## config.mk

```make
export PLATFORM = sky130hd
export DESIGN_NAME = alu_operand_collector
export DESIGN_NICKNAME = d
export VERILOG_FILES = /design/src/rtl/alu_operand_collector.sv
export SDC_FILE = /design/constraint.sdc
export NUM_CORES = 1
export LEC_CHECK = 0
export ABC_AREA = 1
export BUFFER_PORTS_ARGS = -buffer_cell sky130_fd_sc_hd__buf_4
export CORE_UTILIZATION = 53
export CTS_CLUSTER_DIAMETER = 200
export CTS_CLUSTER_SIZE = 16
export DETAILED_ROUTE_END_ITERATION = 8
export PLACE_DENSITY_LB_ADDON = 0.05
export SYNTH_ARGS = -nofsm -noshare
export SYNTH_HDL_FRONTEND = slang
export SYNTH_SLANG_ARGS = --single-unit
export TNS_END_PERCENT = 10
```

## constraint.sdc

```tcl
create_clock -name CLK -period 3.31 [get_ports CLK]
set_input_delay 0.662 -clock CLK [delete_from_list [all_inputs] [get_ports CLK]]
set_output_delay 0.662 -clock CLK [all_outputs]
set_load 0.03 [all_outputs]
```

## src/rtl/alu_operand_collector.sv

```systemverilog
// alu_operand_collector
// Gathers operand A and operand B for one ALU operation, either from a single
// beat (IN_SEL=11) or from two separate beats. The result is presented as a
// registered ALU input bus. If the second operand does not arrive within
// TIMEOUT cycles, the operation is issued as a partial one and TIMEOUT_ERR
// pulses.
//
// Handshakes:
//   upstream - a beat transfers at a rising edge where IN_VALID=1 and
//              IN_READY=1. IN_READY is low in ISSUE and while RST is high.
//   ALU side - the presented operation (CE=1) transfers at a rising edge
//              where OUT_READY=1. All presented fields hold until then.
//
// Optional feature: define ALU_COLLECT_STATS_EN to build the saturating
// ISSUE_CNT / TIMEOUT_CNT statistics counters. Without it, both are tied to 0.
// The FSM state is visible on DBG_STATE (0 IDLE, 1 WAIT_A, 2 WAIT_B, 3 ISSUE).
module alu_operand_collector #(
    parameter int DW      = 8,
    parameter int CW      = 4,
    parameter int TIMEOUT = 16
) (
    input  logic          CLK,
    input  logic          RST,
    input  logic          IN_VALID,
    output logic          IN_READY,
    input  logic [1:0]    IN_SEL,
    input  logic [DW-1:0] IN_OPA,
    input  logic [DW-1:0] IN_OPB,
    input  logic [CW-1:0] IN_CMD,
    input  logic          IN_MODE,
    input  logic          IN_CIN,
    input  logic          OUT_READY,
    output logic [DW-1:0] OPA,
    output logic [DW-1:0] OPB,
    output logic [CW-1:0] CMD,
    output logic          MODE,
    output logic          CIN,
    output logic          CE,
    output logic [1:0]    INP_VALID,
    output logic          TIMEOUT_ERR,
    output logic [15:0]   ISSUE_CNT,
    output logic [15:0]   TIMEOUT_CNT,
    output logic [1:0]    DBG_STATE
);

    typedef enum logic [1:0] {
        IDLE   = 2'd0,
        WAIT_A = 2'd1,
        WAIT_B = 2'd2,
        ISSUE  = 2'd3
    } state_t;

    // The wait timer reaches this value in the last cycle of the window.
    localparam logic [7:0] TIMER_LAST = 8'(TIMEOUT - 1);

    state_t        state_q, state_d;
    logic [7:0]    timer_q, timer_d;
    logic [DW-1:0] opa_q, opa_d;
    logic [DW-1:0] opb_q, opb_d;
    logic [CW-1:0] cmd_q, cmd_d;
    logic          mode_q, mode_d;
    logic          cin_q, cin_d;
    logic          ce_q, ce_d;
    logic [1:0]    inp_valid_q, inp_valid_d;
    logic          terr_q, terr_d;
    logic          accept;
    logic          partial_issue;

    assign IN_READY = (state_q != ISSUE) && !RST;
    assign accept   = IN_VALID && IN_READY;

    // Next-state, operand capture and timeout decision.
    always_comb begin
        state_d       = state_q;
        timer_d       = timer_q;
        opa_d         = opa_q;
        opb_d         = opb_q;
        cmd_d         = cmd_q;
        mode_d        = mode_q;
        cin_d         = cin_q;
        inp_valid_d   = inp_valid_q;
        partial_issue = 1'b0;

        case (state_q)
            IDLE: begin
                if (accept) begin
                    case (IN_SEL)
                        2'b11: begin
                            opa_d       = IN_OPA;
                            opb_d       = IN_OPB;
                            cmd_d       = IN_CMD;
                            mode_d      = IN_MODE;
                            cin_d       = IN_CIN;
                            inp_valid_d = 2'b11;
                            state_d     = ISSUE;
                        end
                        2'b01: begin
                            opa_d   = IN_OPA;
                            cmd_d   = IN_CMD;
                            mode_d  = IN_MODE;
                            cin_d   = IN_CIN;
                            timer_d = 8'd0;
                            state_d = WAIT_B;
                        end
                        2'b10: begin
                            opb_d   = IN_OPB;
                            cmd_d   = IN_CMD;
                            mode_d  = IN_MODE;
                            cin_d   = IN_CIN;
                            timer_d = 8'd0;
                            state_d = WAIT_A;
                        end
                        default: begin
                            // Empty beat: consumed and dropped.
                        end
                    endcase
                end
            end

            WAIT_B: begin
                // A completing beat wins over a timeout at the same edge.
                if (accept && IN_SEL[1]) begin
                    opb_d       = IN_OPB;
                    inp_valid_d = 2'b11;
                    state_d     = ISSUE;
                end else if (accept && IN_SEL == 2'b01) begin
                    opa_d   = IN_OPA;
                    cmd_d   = IN_CMD;
                    mode_d  = IN_MODE;
                    cin_d   = IN_CIN;
                    timer_d = 8'd0;
                end else if (timer_q == TIMER_LAST) begin
                    opb_d         = '0;
                    inp_valid_d   = 2'b01;
                    partial_issue = 1'b1;
                    state_d       = ISSUE;
                end else begin
                    timer_d = timer_q + 8'd1;
                end
            end

            WAIT_A: begin
                if (accept && IN_SEL[0]) begin
                    opa_d       = IN_OPA;
                    inp_valid_d = 2'b11;
                    state_d     = ISSUE;
                end else if (accept && IN_SEL == 2'b10) begin
                    opb_d   = IN_OPB;
                    cmd_d   = IN_CMD;
                    mode_d  = IN_MODE;
                    cin_d   = IN_CIN;
                    timer_d = 8'd0;
                end else if (timer_q == TIMER_LAST) begin
                    opa_d         = '0;
                    inp_valid_d   = 2'b10;
                    partial_issue = 1'b1;
                    state_d       = ISSUE;
                end else begin
                    timer_d = timer_q + 8'd1;
                end
            end

            ISSUE: begin
                if (OUT_READY) begin
                    inp_valid_d = 2'b00;
                    state_d     = IDLE;
                end
            end

            default: state_d = IDLE;
        endcase

        ce_d   = (state_d == ISSUE);
        terr_d = partial_issue;
    end

    // State and registered ALU bus; reset discards any held operation.
    always_ff @(posedge CLK) begin
        if (RST) begin
            state_q     <= IDLE;
            timer_q     <= 8'd0;
            opa_q       <= '0;
            opb_q       <= '0;
            cmd_q       <= '0;
            mode_q      <= 1'b0;
            cin_q       <= 1'b0;
            ce_q        <= 1'b0;
            inp_valid_q <= 2'b00;
            terr_q      <= 1'b0;
        end else begin
            state_q     <= state_d;
            timer_q     <= timer_d;
            opa_q       <= opa_d;
            opb_q       <= opb_d;
            cmd_q       <= cmd_d;
            mode_q      <= mode_d;
            cin_q       <= cin_d;
            ce_q        <= ce_d;
            inp_valid_q <= inp_valid_d;
            terr_q      <= terr_d;
        end
    end

`ifdef ALU_COLLECT_STATS_EN
    logic [15:0] issue_cnt_q, issue_cnt_d;
    logic [15:0] timeout_cnt_q, timeout_cnt_d;

    // Saturating counters: completed issues and partial issues.
    always_comb begin
        issue_cnt_d   = issue_cnt_q;
        timeout_cnt_d = timeout_cnt_q;
        if (state_q == ISSUE && OUT_READY && issue_cnt_q != 16'hFFFF)
            issue_cnt_d = issue_cnt_q + 16'd1;
        if (partial_issue && timeout_cnt_q != 16'hFFFF)
            timeout_cnt_d = timeout_cnt_q + 16'd1;
    end

    // Counter registers.
    always_ff @(posedge CLK) begin
        if (RST) begin
            issue_cnt_q   <= 16'd0;
            timeout_cnt_q <= 16'd0;
        end else begin
            issue_cnt_q   <= issue_cnt_d;
            timeout_cnt_q <= timeout_cnt_d;
        end
    end

    assign ISSUE_CNT   = issue_cnt_q;
    assign TIMEOUT_CNT = timeout_cnt_q;
`else
    assign ISSUE_CNT   = 16'd0;
    assign TIMEOUT_CNT = 16'd0;
`endif

    assign OPA         = opa_q;
    assign OPB         = opb_q;
    assign CMD         = cmd_q;
    assign MODE        = mode_q;
    assign CIN         = cin_q;
    assign CE          = ce_q;
    assign INP_VALID   = inp_valid_q;
    assign TIMEOUT_ERR = terr_q;
    assign DBG_STATE   = state_q;

endmodule

```

==> flow_results.xml, run 1 <==
<?xml version="1.0" encoding="UTF-8"?>
<metrics>
  <group name="power">
    <metric name="p_per_area" unit="mW/mm^2">514</metric>
    <metric name="total_leakage_power" unit="uW">0.00145</metric>
    <metric name="max-vdd-ir-drop" unit="uV">313</metric>
  </group>
  <group name="outcome">
    <metric name="status" unit="">complete, no violations</metric>
  </group>
  <group name="routing">
    <metric name="routed-wl-met3" unit="um">415</metric>
    <metric name="finalWirelength" unit="um">4980</metric>
    <metric name="detail_route.drc_violations" unit="">0</metric>
    <metric name="route.top_layer_used" unit="">met4</metric>
    <metric name="detailroute.via_count" unit="">2200</metric>
    <metric name="met2RoutedLength" unit="um">2140</metric>
    <metric name="ant_nets" unit="">0</metric>
    <metric name="wire_per_inst" unit="um">10.8</metric>
    <metric name="detail_route.vias_per_cell" unit="">4.78</metric>
    <metric name="metal_1_wl" unit="um">2340</metric>
    <metric name="first_pass_iters" unit="">4</metric>
    <metric name="detail_route.iter0.violations" unit="">139</metric>
  </group>
  <group name="timing">
    <metric name="timing.final.hold_violations" unit="">0</metric>
    <metric name="drv_slew" unit="">0</metric>
    <metric name="grt_setup_unrepaired" unit="">false</metric>
    <metric name="setup_violations_final" unit="">0</metric>
    <metric name="clock.fmax" unit="MHz">445</metric>
    <metric name="tightest_slew" unit="ns">0.668</metric>
    <metric name="clock_skew" unit="ns">0.00676</metric>
    <metric name="fin_crit" unit="ns">2.24</metric>
    <metric name="hold_ws" unit="ns">0.460</metric>
    <metric name="min_period_over_period" unit="">0.678</metric>
    <metric name="worst_slew_margin_rel" unit="">0.554</metric>
    <metric name="final.setup.tns" unit="ns">0</metric>
  </group>
  <group name="setup_path">
    <metric name="critical_path.endpoint_type" unit="">register</metric>
    <metric name="cp.buffers_inverters" unit="">2</metric>
    <metric name="cp_common_cell" unit="">sky130_fd_sc_hd__nand2_1</metric>
    <metric name="crit_slowest_cell" unit="">sky130_fd_sc_hd__dfxtp_1</metric>
    <metric name="path_delay_family" unit="">simple AND/OR/NAND/NOR gates</metric>
    <metric name="critical_path_required" unit="ns">3.50</metric>
    <metric name="cp_cell_sequence" unit="">inv_1 &gt; ha_1 &gt; nand4_1 &gt; nand2_1 &gt; inv_1 &gt; nand2_1 &gt; nor2_2 &gt; nand2_1 &gt; nand2_1 &gt; nor2_1</metric>
    <metric name="worstSetupStartpointType" unit="">register</metric>
    <metric name="critical_path.startpoint" unit="">DBG_STATE[0]$_SDFF_PP0_</metric>
    <metric name="worst_r2r_startpoint" unit="">DBG_STATE[0]$_SDFF_PP0_</metric>
    <metric name="criticalPathCategory" unit="">register to register</metric>
    <metric name="crit_fanout" unit="">13</metric>
    <metric name="worst_path_largest_cell_delay" unit="ns">0.45</metric>
    <metric name="crit_arrival" unit="ns">2.44</metric>
  </group>
  <group name="min_path">
    <metric name="launch_instance_of_the_worst_min_delay_path" unit="">OPB[5]$_SDFFE_PP0P_</metric>
    <metric name="min-delay-path-class" unit="">register to register</metric>
  </group>
  <group name="logic_synthesis">
    <metric name="syn-mean-instance-area" unit="um^2">6.53</metric>
    <metric name="yosysTopAreaCell" unit="">sky130_fd_sc_hd__dfxtp_1</metric>
    <metric name="post_synth_mux_area_share" unit="">0</metric>
    <metric name="synthDominantCellAreaShare" unit="">0.312</metric>
    <metric name="ys_seq_elements" unit="">36</metric>
    <metric name="count_of_mapped_cells_out_of_synthesis" unit="">354</metric>
    <metric name="synth-compound-area-share" unit="">0.0850</metric>
    <metric name="synth_top_family_by_area" unit="">simple AND/OR/NAND/NOR gates</metric>
    <metric name="synth.yosys.seq_area_share" unit="">0.312</metric>
    <metric name="post_synth_xor_area_fraction" unit="">0.00379</metric>
    <metric name="yosysUniqueCellTypes" unit="">25</metric>
    <metric name="yosys.area_share.adder" unit="">0.0541</metric>
    <metric name="synth-simple-area-share" unit="">0.358</metric>
    <metric name="synth-warning-count" unit="">0</metric>
    <metric name="synth.area.top_cells" unit="">sky130_fd_sc_hd__dfxtp_1 (31%), sky130_fd_sc_hd__nand2_1 (16%), sky130_fd_sc_hd__buf_4 (11%)</metric>
    <metric name="syn_area" unit="mm^2">0.00231</metric>
  </group>
  <group name="placement">
    <metric name="gp_congestion" unit="">0.949</metric>
    <metric name="dpl.hpwl" unit="um">3770</metric>
    <metric name="buffer_ports.inserted" unit="">56</metric>
  </group>
  <group name="finish">
    <metric name="final_nets" unit="">447</metric>
    <metric name="post_route_cells_drive_above_1_share" unit="">0.198</metric>
    <metric name="antennaDiodeCount" unit="">0</metric>
    <metric name="area.growth.synth_to_final" unit="%">18.7</metric>
    <metric name="multi_input_area" unit="mm^2">0.00128</metric>
    <metric name="area.sequential" unit="um^2">721</metric>
    <metric name="fill_cells" unit="">390</metric>
  </group>
  <group name="global_routing">
    <metric name="grt_antenna_before_repair" unit="">0</metric>
    <metric name="pin_count_of_the_biggest_net_entering_global_routing" unit="">23</metric>
    <metric name="wire_length_of_the_first_global_routing_pass" unit="um">7980</metric>
    <metric name="overflow" unit="">0</metric>
    <metric name="track_usage" unit="">0.228</metric>
    <metric name="grt_pass1_vias" unit="">1825</metric>
  </group>
  <group name="floorplanning">
    <metric name="core.rowCount" unit="">23</metric>
    <metric name="die_h" unit="um">68.1</metric>
    <metric name="io_pins" unit="">89</metric>
    <metric name="core_region_area" unit="mm^2">0.00409</metric>
    <metric name="fp.dieArea" unit="mm^2">0.00463</metric>
    <metric name="effective_utilization_at_floorplan" unit="">0.566</metric>
    <metric name="die_w" unit="um">68.1</metric>
  </group>
  <group name="cts">
    <metric name="numCtsBuffers" unit="">5</metric>
    <metric name="clockRootBuffer" unit="">sky130_fd_sc_hd__clkbuf_8</metric>
    <metric name="clk_pin_slew" unit="ns">0.08</metric>
    <metric name="clkSinkCount" unit="">36</metric>
    <metric name="cts-resized-gates" unit="">0</metric>
    <metric name="post_cts_setup_buffers" unit="">0</metric>
    <metric name="postCtsHoldBufs" unit="">0</metric>
    <metric name="cts_tree" unit="">built</metric>
    <metric name="cts_htree_levels" unit="">2</metric>
    <metric name="clkLatencyLatePin" unit="ns">0.29</metric>
    <metric name="cts-root-to-sink-buffers" unit="">2</metric>
  </group>
  <group name="job">
    <metric name="maxCapViolCount" unit="">0</metric>
  </group>
</metrics>
==> final timing paths <==
kind                          to  slack [ns]  cells past startpoint
min reg2reg  OPB[5]$_SDFFE_PP0P_        0.46                      2
max          OPA[6]$_SDFFE_PP0P_        1.07                     10
max reg2reg  OPA[6]$_SDFFE_PP0P_        1.07                     10
min          OPB[5]$_SDFFE_PP0P_        0.46                      2
==> through the flow <==
| step | util | area [um^2] | power [uW] | std cells | setup WS (ns) |
|---|---|---|---|---|---|
| 2_1_floorplan | - | 2430 | 921 | 385 | 1.33 |
| 3_3_place_gp | 0.644 | 2630 | 1030 | 452 | 1.13 |
| 3_5_place_dp | 0.644 | 2630 | 1030 | 452 | 1.05 |
| 4_1_cts | 0.671 | 2740 | 1420 | 460 | 1.08 |
| 5_1_grt | 0.671 | 2740 | 1500 | 460 | 0.787 |
| 6_report | 0.671 | 2740 | 1410 | 460 | 1.07 |
==> final cells by class <==
type | count | area share
Timing Repair Buffer | 56 | 0.153
Multi-Input combinational cell | 270 | 0.466
Clock inverter | 3 | 0.0155
Inverter | 40 | 0.0547
Clock buffer | 5 | 0.0251
Sequential cell | 36 | 0.263
Tap cell | 50 | 0.0228
==> worst reg2reg max path: stages, from the launching register on <==
cell and delay (ns):
sky130_fd_sc_hd__dfxtp_1 0.45, sky130_fd_sc_hd__inv_1 0.15, sky130_fd_sc_hd__ha_1 0.30, sky130_fd_sc_hd__nand4_1 0.17
sky130_fd_sc_hd__nand2_1 0.08, sky130_fd_sc_hd__inv_1 0.28, sky130_fd_sc_hd__nand2_1 0.11, sky130_fd_sc_hd__nor2_2 0.39
sky130_fd_sc_hd__nand2_1 0.10, sky130_fd_sc_hd__nand2_1 0.07, sky130_fd_sc_hd__nor2_1 0.05
==> cells in the mapped netlist <==
| cell type | number |
|---|---|
| sky130_fd_sc_hd__nand2_1 | 97 |
| sky130_fd_sc_hd__nor2_1 | 43 |
| sky130_fd_sc_hd__inv_1 | 39 |
| sky130_fd_sc_hd__dfxtp_1 | 36 |
| sky130_fd_sc_hd__buf_4 | 35 |
| sky130_fd_sc_hd__a21oi_1 | 25 |
| sky130_fd_sc_hd__nand3_1 | 25 |
| sky130_fd_sc_hd__ha_1 | 10 |
| sky130_fd_sc_hd__o21ai_0 | 9 |
| sky130_fd_sc_hd__nand2_2 | 6 |
| sky130_fd_sc_hd__nand4_1 | 5 |
| sky130_fd_sc_hd__nor2_2 | 4 |
| sky130_fd_sc_hd__nand3_2 | 3 |
| sky130_fd_sc_hd__nor2_4 | 3 |
| sky130_fd_sc_hd__clkbuf_1 | 2 |
| sky130_fd_sc_hd__nand3b_1 | 2 |
| sky130_fd_sc_hd__o21bai_1 | 2 |
| sky130_fd_sc_hd__buf_1 | 1 |
| sky130_fd_sc_hd__buf_2 | 1 |
| sky130_fd_sc_hd__conb_1 | 1 |
| sky130_fd_sc_hd__inv_2 | 1 |
| sky130_fd_sc_hd__nor3_1 | 1 |
| sky130_fd_sc_hd__o21ai_1 | 1 |
| sky130_fd_sc_hd__o22ai_1 | 1 |
| sky130_fd_sc_hd__xnor2_1 | 1 |
==> sequential cells by signal (all words and copies together) (netlist names) <==
signal / flops
CE: 1
CIN: 1
CMD: 4
DBG_STATE: 2
INP_VALID: 2
MODE: 1
OPA: 8
OPB: 8
TIMEOUT_ERR: 1
timer_q: 8
==> layout by cell type, fill, tap and decap left out, drive strengths merged <==
cell      instances
nand2           103
buf              56
nor2             50
inv              40
dfxtp            36
conb             32
nand3            28
a21oi            25
ha               10
o21ai            10
nand4             5
clkbuf            5
o21bai            2
nand3b            2
xnor2             1
nor3              1
o22ai             1
clkinvlp          1
clkinv            1
bufinv            1
==> where the power goes <==
| group | switching, uW | internal (uW) |
|---|---|---|
| combinational | 340 | 168 |
| clock | 162 | 223 |
| sequential | 34.3 | 484 |
| total | 536 | 875 |
==> layer usage <==
layer  global-route usage  vias up
li1                     -     1151
met5                    0        -
met1                0.298      953
met4               0.0938        0
met2                0.358       88
met3               0.0517        8
==> logic make-up after synthesis <==
| group | after synthesis |
|---|---|
| compound gates | 38 |
| fa+ha+maj | 10 |
| simple gates | 189 |
| xor+xnor | 1 |
| other cells | 1 |
| flops | 36 |
| buf+inv | 79 |
No activity file was read; power rests on OpenSTA's default activity.
==> run 2, diff against run 1 <==
--- a/config.mk
+++ b/config.mk
@@ -7,7 +7,7 @@
 export LEC_CHECK = 0
 export ABC_AREA = 1
 export BUFFER_PORTS_ARGS = -buffer_cell sky130_fd_sc_hd__buf_4
-export CORE_UTILIZATION = 53
+export CORE_UTILIZATION = 49
 export CTS_CLUSTER_DIAMETER = 200
 export CTS_CLUSTER_SIZE = 16
 export DETAILED_ROUTE_END_ITERATION = 8
==> constraint.sdc (replaced) <==
create_clock -name CLK -period 2.1 [get_ports CLK]
set_input_delay 0.42 -clock CLK [delete_from_list [all_inputs] [get_ports CLK]]
set_output_delay 0.42 -clock CLK [all_outputs]
set_load 0.03 [all_outputs]
==> flow_results.xml, run 2 (synthesized netlist as in run 1, its figures left out) <==
<?xml version="1.0" encoding="UTF-8"?>
<metrics>
  <group name="placement">
    <metric name="dpl.hpwl" unit="um">3850</metric>
    <metric name="buffer_ports.inserted" unit="">56</metric>
    <metric name="detailedPlace.worstSlack" unit="ns">0.182</metric>
    <metric name="dp.cells" unit="">461</metric>
    <metric name="gp_congestion" unit="">0.921</metric>
  </group>
  <group name="finish">
    <metric name="final-instance-count-excl-fill" unit="">469</metric>
    <metric name="final_nets" unit="">454</metric>
    <metric name="post_route_cells_drive_above_1_share" unit="">0.209</metric>
    <metric name="area.growth.synth_to_final" unit="%">20.5</metric>
    <metric name="layout.cells.most_common" unit="">sky130_fd_sc_hd__nand2_1</metric>
    <metric name="finalCoreUtilization" unit="">0.627</metric>
    <metric name="antennaDiodeCount" unit="">0</metric>
    <metric name="mostFrequentLayoutCells" unit="">sky130_fd_sc_hd__nand2_1 (97), sky130_fd_sc_hd__buf_4 (63), sky130_fd_sc_hd__nor2_1 (43), sky130_fd_sc_hd__inv_1 (39), sky130_fd_sc_hd__dfxtp_1 (36)</metric>
  </group>
  <group name="floorplanning">
    <metric name="io_pins" unit="">89</metric>
    <metric name="fp.dieArea" unit="mm^2">0.00500</metric>
    <metric name="effective_utilization_at_floorplan" unit="">0.520</metric>
    <metric name="die_h" unit="um">70.7</metric>
    <metric name="core_region_area" unit="mm^2">0.00444</metric>
    <metric name="core.rowCount" unit="">24</metric>
    <metric name="die_w" unit="um">70.7</metric>
  </group>
  <group name="setup_path">
    <metric name="criticalPathCategory" unit="">register to register</metric>
    <metric name="crit_fanout" unit="">9</metric>
    <metric name="crit_arrival" unit="ns">2.05</metric>
    <metric name="worstSetupStartpointType" unit="">register</metric>
    <metric name="critical_path_required" unit="ns">2.28</metric>
    <metric name="critical_path.endpoint_type" unit="">register</metric>
  </group>
  <group name="timing">
    <metric name="grt_setup_unrepaired" unit="">false</metric>
    <metric name="layout_setup_ws" unit="ns">0.221</metric>
    <metric name="fin_crit" unit="ns">1.88</metric>
    <metric name="timing.final.hold_violations" unit="">0</metric>
    <metric name="setup_violations_final" unit="">0</metric>
    <metric name="final.setup.tns" unit="ns">0</metric>
    <metric name="clock.fmax" unit="MHz">532</metric>
    <metric name="clock_skew" unit="ns">0.00277</metric>
    <metric name="min_period_over_period" unit="">0.895</metric>
    <metric name="drv_slew" unit="">0</metric>
  </group>
  <group name="power">
    <metric name="p_per_area" unit="mW/mm^2">768</metric>
    <metric name="max-vdd-ir-drop" unit="uV">398</metric>
    <metric name="total_leakage_power" unit="uW">0.00148</metric>
    <metric name="report.power.total" unit="uW">2140</metric>
  </group>
  <group name="routing">
    <metric name="ant_nets" unit="">0</metric>
    <metric name="finalWirelength" unit="um">4910</metric>
    <metric name="first_pass_iters" unit="">8</metric>
    <metric name="detail_route.drc_violations" unit="">14</metric>
    <metric name="detailroute.via_count" unit="">2234</metric>
    <metric name="detail_route.iter0.violations" unit="">84</metric>
    <metric name="detail_route.vias_per_cell" unit="">4.76</metric>
    <metric name="wire_per_inst" unit="um">10.5</metric>
  </group>
  <group name="global_routing">
    <metric name="wire_length_of_the_first_global_routing_pass" unit="um">8260</metric>
    <metric name="overflow" unit="">0</metric>
    <metric name="grt_pass1_vias" unit="">1950</metric>
    <metric name="pin_count_of_the_biggest_net_entering_global_routing" unit="">20</metric>
    <metric name="grt_antenna_before_repair" unit="">0</metric>
    <metric name="track_usage" unit="">0.204</metric>
  </group>
  <group name="cts">
    <metric name="clkSinkCount" unit="">36</metric>
    <metric name="clockRootBuffer" unit="">sky130_fd_sc_hd__clkbuf_8</metric>
    <metric name="clkLatencyLatePin" unit="ns">0.28</metric>
    <metric name="cts_htree_levels" unit="">2</metric>
    <metric name="post_cts_setup_buffers" unit="">0</metric>
    <metric name="numCtsBuffers" unit="">5</metric>
    <metric name="cts-root-to-sink-buffers" unit="">2</metric>
    <metric name="cts_tree" unit="">built</metric>
    <metric name="clk_pin_slew" unit="ns">0.07</metric>
  </group>
  <group name="job">
    <metric name="maxCapViolCount" unit="">0</metric>
  </group>
  <group name="min_path">
    <metric name="min-delay-path-class" unit="">primary input to register</metric>
  </group>
  <group name="outcome">
    <metric name="status" unit="">finished with violations</metric>
    <metric name="violations" unit="">DRC</metric>
  </group>
</metrics>
-- run 2: cell count changes in the layout (fill, tap and decap cells not counted) --
| cell | change |
|---|---|
| sky130_fd_sc_hd__clkbuf_8 | +1 |
| sky130_fd_sc_hd__buf_4 | +7 |
| sky130_fd_sc_hd__nor2_4 | +1 |
| sky130_fd_sc_hd__nor2_2 | -1 |
| sky130_fd_sc_hd__bufinv_16 | -1 |
| sky130_fd_sc_hd__clkbuf_1 | +1 |
| sky130_fd_sc_hd__clkinv_2 | -1 |
-- run 2: per-layer routing --
layer	global-route usage	part of all wire
met1	0.260	0.46
met2	0.339	0.45
met3	0.0513	0.079
met4	0.0622	0.011
met5	0	0
-- run 2: stage by stage --
step	area, um^2	hold slack, ns
after floorplan	2430	0.454
after global placement	2690	0.454
after detailed placement	2690	0.456
after CTS	2780	0.367
after global routing	2790	0.403
final	2790	0.370
-- run 2: path summary, 6_finish.rpt --
kind / start / to / slack, ns / cells after the start
setup / recovery: DBG_STATE[1]$_SDFF_PP0_ / OPB[2]$_SDFFE_PP0P_ / 0.22 / 9
hold / removal: IN_OPA[3] / OPA[3]$_SDFFE_PP0P_ / 0.37 / 3
setup reg to reg: DBG_STATE[1]$_SDFF_PP0_ / OPB[2]$_SDFFE_PP0P_ / 0.22 / 9
hold reg to reg: OPB[1]$_SDFFE_PP0P_ / OPB[1]$_SDFFE_PP0P_ / 0.47 / 2
-- run 2: critical path, cell delays in order, from the launching register on --
cell and delay, ns:
sky130_fd_sc_hd__dfxtp_1 0.37, sky130_fd_sc_hd__ha_1 0.26, sky130_fd_sc_hd__nor2_4 0.21, sky130_fd_sc_hd__nand3_1 0.15, sky130_fd_sc_hd__nand2_1 0.12, sky130_fd_sc_hd__nand2_1 0.10, sky130_fd_sc_hd__nor2_4 0.23, sky130_fd_sc_hd__nand2_2 0.16
sky130_fd_sc_hd__nand2_1 0.10, sky130_fd_sc_hd__a21oi_1 0.06
-- run 2: final cells by class --
| cell class | instances | area (um^2) |
|---|---|---|
| Multi-Input combinational cell | 270 | 1280 |
| Clock buffer | 7 | 86.3 |
| Sequential cell | 36 | 721 |
| Tap cell | 52 | 65.1 |
| Clock inverter | 1 | 7.51 |
| Fill cell | 439 | 1660 |
| Inverter | 40 | 150 |
| Timing Repair Buffer | 63 | 473 |
-- run 2: what timing repair did --
action / 4_1_cts / 5_1_grt
hold endpoints to repair: 0 / 0
hold buffers: 0 / 0
setup endpoints to repair: 0 / 2
gates resized for setup: 0 / 1
-- run 2: where the power goes --
| group | internal [uW] | switching (uW) |
|---|---|---|
| registers | 763 | 49.3 |
| clock network | 266 | 242 |
| logic | 280 | 540 |
==> run 3, diff against run 2 <==
--- a/config.mk
+++ b/config.mk
@@ -7,11 +7,13 @@
 export LEC_CHECK = 0
 export ABC_AREA = 1
 export BUFFER_PORTS_ARGS = -buffer_cell sky130_fd_sc_hd__buf_4
-export CORE_UTILIZATION = 49
+export CORE_UTILIZATION = 51
+export CTS_BUF_LIST = sky130_fd_sc_hd__clkbuf_8
 export CTS_CLUSTER_DIAMETER = 200
 export CTS_CLUSTER_SIZE = 16
 export DETAILED_ROUTE_END_ITERATION = 8
 export PLACE_DENSITY_LB_ADDON = 0.05
+export SLEW_MARGIN = 30
 export SYNTH_ARGS = -nofsm -noshare
 export SYNTH_HDL_FRONTEND = slang
 export SYNTH_SLANG_ARGS = --single-unit
==> flow_results.xml, run 3 (synthesized netlist as in run 1, its figures left out) <==
<?xml version="1.0" encoding="UTF-8"?>
<metrics>
  <group name="outcome">
    <metric name="status" unit="">complete, no violations</metric>
  </group>
  <group name="timing">
    <metric name="drv_slew" unit="">0</metric>
    <metric name="layout_setup_ws" unit="ns">0.193</metric>
    <metric name="setup_violations_final" unit="">0</metric>
    <metric name="clock_skew" unit="ns">0.00340</metric>
    <metric name="fin_crit" unit="ns">1.91</metric>
    <metric name="grt_setup_unrepaired" unit="">false</metric>
    <metric name="clock.fmax" unit="MHz">524</metric>
    <metric name="min_period_over_period" unit="">0.908</metric>
    <metric name="timing.final.hold_violations" unit="">0</metric>
    <metric name="final.setup.tns" unit="ns">0</metric>
  </group>
  <group name="floorplanning">
    <metric name="die_w" unit="um">69.3</metric>
    <metric name="die_h" unit="um">69.3</metric>
    <metric name="fp.dieArea" unit="mm^2">0.00481</metric>
    <metric name="core_region_area" unit="mm^2">0.00435</metric>
    <metric name="core.rowCount" unit="">24</metric>
    <metric name="io_pins" unit="">89</metric>
    <metric name="effective_utilization_at_floorplan" unit="">0.531</metric>
  </group>
  <group name="placement">
    <metric name="detailedPlace.worstSlack" unit="ns">0.153</metric>
    <metric name="place_area" unit="mm^2">0.00271</metric>
    <metric name="dpl.hpwl" unit="um">3940</metric>
    <metric name="dp.cells" unit="">464</metric>
    <metric name="buffer_ports.inserted" unit="">56</metric>
    <metric name="gp_congestion" unit="">0.931</metric>
  </group>
  <group name="min_path">
    <metric name="min-delay-path-class" unit="">primary input to register</metric>
  </group>
  <group name="routing">
    <metric name="detail_route.vias_per_cell" unit="">4.74</metric>
    <metric name="detail_route.iter0.violations" unit="">74</metric>
    <metric name="detailroute.via_count" unit="">2239</metric>
    <metric name="finalWirelength" unit="um">5160</metric>
    <metric name="ant_nets" unit="">0</metric>
    <metric name="first_pass_iters" unit="">4</metric>
    <metric name="wire_per_inst" unit="um">10.9</metric>
    <metric name="detail_route.drc_violations" unit="">0</metric>
  </group>
  <group name="power">
    <metric name="p_per_area" unit="mW/mm^2">797</metric>
    <metric name="total_leakage_power" unit="uW">0.00150</metric>
    <metric name="report.power.total" unit="uW">2250</metric>
    <metric name="max-vdd-ir-drop" unit="uV">465</metric>
  </group>
  <group name="setup_path">
    <metric name="crit_fanout" unit="">9</metric>
    <metric name="critical_path_required" unit="ns">2.28</metric>
    <metric name="critical_path.endpoint_type" unit="">register</metric>
    <metric name="worstSetupStartpointType" unit="">register</metric>
    <metric name="criticalPathCategory" unit="">register to register</metric>
    <metric name="crit_arrival" unit="ns">2.09</metric>
  </group>
  <group name="cts">
    <metric name="cts_tree" unit="">built</metric>
    <metric name="post_cts_setup_buffers" unit="">0</metric>
    <metric name="cts_htree_levels" unit="">2</metric>
    <metric name="clockRootBuffer" unit="">sky130_fd_sc_hd__clkbuf_8</metric>
    <metric name="cts-root-to-sink-buffers" unit="">2</metric>
    <metric name="clkLatencyLatePin" unit="ns">0.29</metric>
    <metric name="clk_pin_slew" unit="ns">0.08</metric>
    <metric name="numCtsBuffers" unit="">5</metric>
    <metric name="clkSinkCount" unit="">36</metric>
  </group>
  <group name="global_routing">
    <metric name="overflow" unit="">0</metric>
    <metric name="pin_count_of_the_biggest_net_entering_global_routing" unit="">17</metric>
    <metric name="track_usage" unit="">0.218</metric>
    <metric name="wire_length_of_the_first_global_routing_pass" unit="um">8490</metric>
    <metric name="grt_pass1_vias" unit="">1884</metric>
    <metric name="grt_antenna_before_repair" unit="">0</metric>
  </group>
  <group name="finish">
    <metric name="mostFrequentLayoutCells" unit="">sky130_fd_sc_hd__nand2_1 (97), sky130_fd_sc_hd__buf_4 (66), sky130_fd_sc_hd__nor2_1 (43), sky130_fd_sc_hd__inv_1 (39), sky130_fd_sc_hd__dfxtp_1 (36)</metric>
    <metric name="final_nets" unit="">457</metric>
    <metric name="post_route_cells_drive_above_1_share" unit="">0.217</metric>
    <metric name="fill_cells" unit="">431</metric>
    <metric name="final-instance-count-excl-fill" unit="">472</metric>
    <metric name="area.growth.synth_to_final" unit="%">22.2</metric>
    <metric name="layout.cells.most_common" unit="">sky130_fd_sc_hd__nand2_1</metric>
    <metric name="final_cell_area" unit="mm^2">0.00283</metric>
    <metric name="antennaDiodeCount" unit="">0</metric>
  </group>
  <group name="job">
    <metric name="maxCapViolCount" unit="">0</metric>
  </group>
</metrics>
-- run 3: cell count changes in the layout (fill, tap and decap cells not counted), sizes merged --
cell,previous run,this run
buf,63,66
bufinv,0,1
clkbuf,7,5
clkinv,0,1
-- run 3: area by class of cell --
class | count | area (um^2) | share of cell area
tap | 52 | 65.1 | 0.0230
multi-input combinational | 270 | 1280 | 0.454
clock inverter | 3 | 42.5 | 0.0151
clock buffer | 5 | 68.8 | 0.0243
inverter | 40 | 150 | 0.0531
timing repair buffer | 66 | 495 | 0.175
sequential | 36 | 721 | 0.255
-- run 3: timing repair --
action	in CTS	in global routing
resized for setup	0	1
endpoints found under the setup margin	0	10
hold buffers	0	0
-- run 3: power breakdown --
| part | switching (uW) | internal, uW |
|---|---|---|
| Combinational | 544 | 288 |
| Sequential | 50.3 | 763 |
| Clock | 257 | 351 |
| Total | 852 | 1400 |
-- run 3: per-layer routing --
layer,vias to the layer above,track usage,part of all wire
met4,0,0.0748,0.012
met5,-,0,0
met1,996,0.281,0.47
met2,65,0.354,0.47
li1,1172,-,-
met3,6,0.0523,0.053
-- run 3: final timing paths --
check	endpoint	slack, ns	cells after the start	start
worst min register to register	OPB[3]$_SDFFE_PP0P_	0.47	2	OPB[3]$_SDFFE_PP0P_
worst max register to register	OPB[7]$_SDFFE_PP0P_	0.19	8	DBG_STATE[1]$_SDFF_PP0_
worst min-delay path	OPA[3]$_SDFFE_PP0P_	0.36	3	IN_OPA[3]
worst max-delay path	OPB[7]$_SDFFE_PP0P_	0.19	8	DBG_STATE[1]$_SDFF_PP0_
-- run 3: critical path, stage by stage, from the launching register on --
cell	delay (ns)
sky130_fd_sc_hd__dfxtp_1	0.47
sky130_fd_sc_hd__inv_1	0.15
sky130_fd_sc_hd__ha_1	0.23
sky130_fd_sc_hd__nand4_1	0.20
sky130_fd_sc_hd__nand3_2	0.14
sky130_fd_sc_hd__nor2_4	0.27
sky130_fd_sc_hd__nand2_2	0.17
sky130_fd_sc_hd__nand2_1	0.09
sky130_fd_sc_hd__a21oi_1	0.06
-- run 3: through the flow --
stage | utilization | hold slack [ns]
after floorplan | - | 0.454
after global placement | 0.622 | 0.453
after detailed placement | 0.622 | 0.458
after CTS | 0.648 | 0.359
after global routing | 0.649 | 0.368
final | 0.649 | 0.364
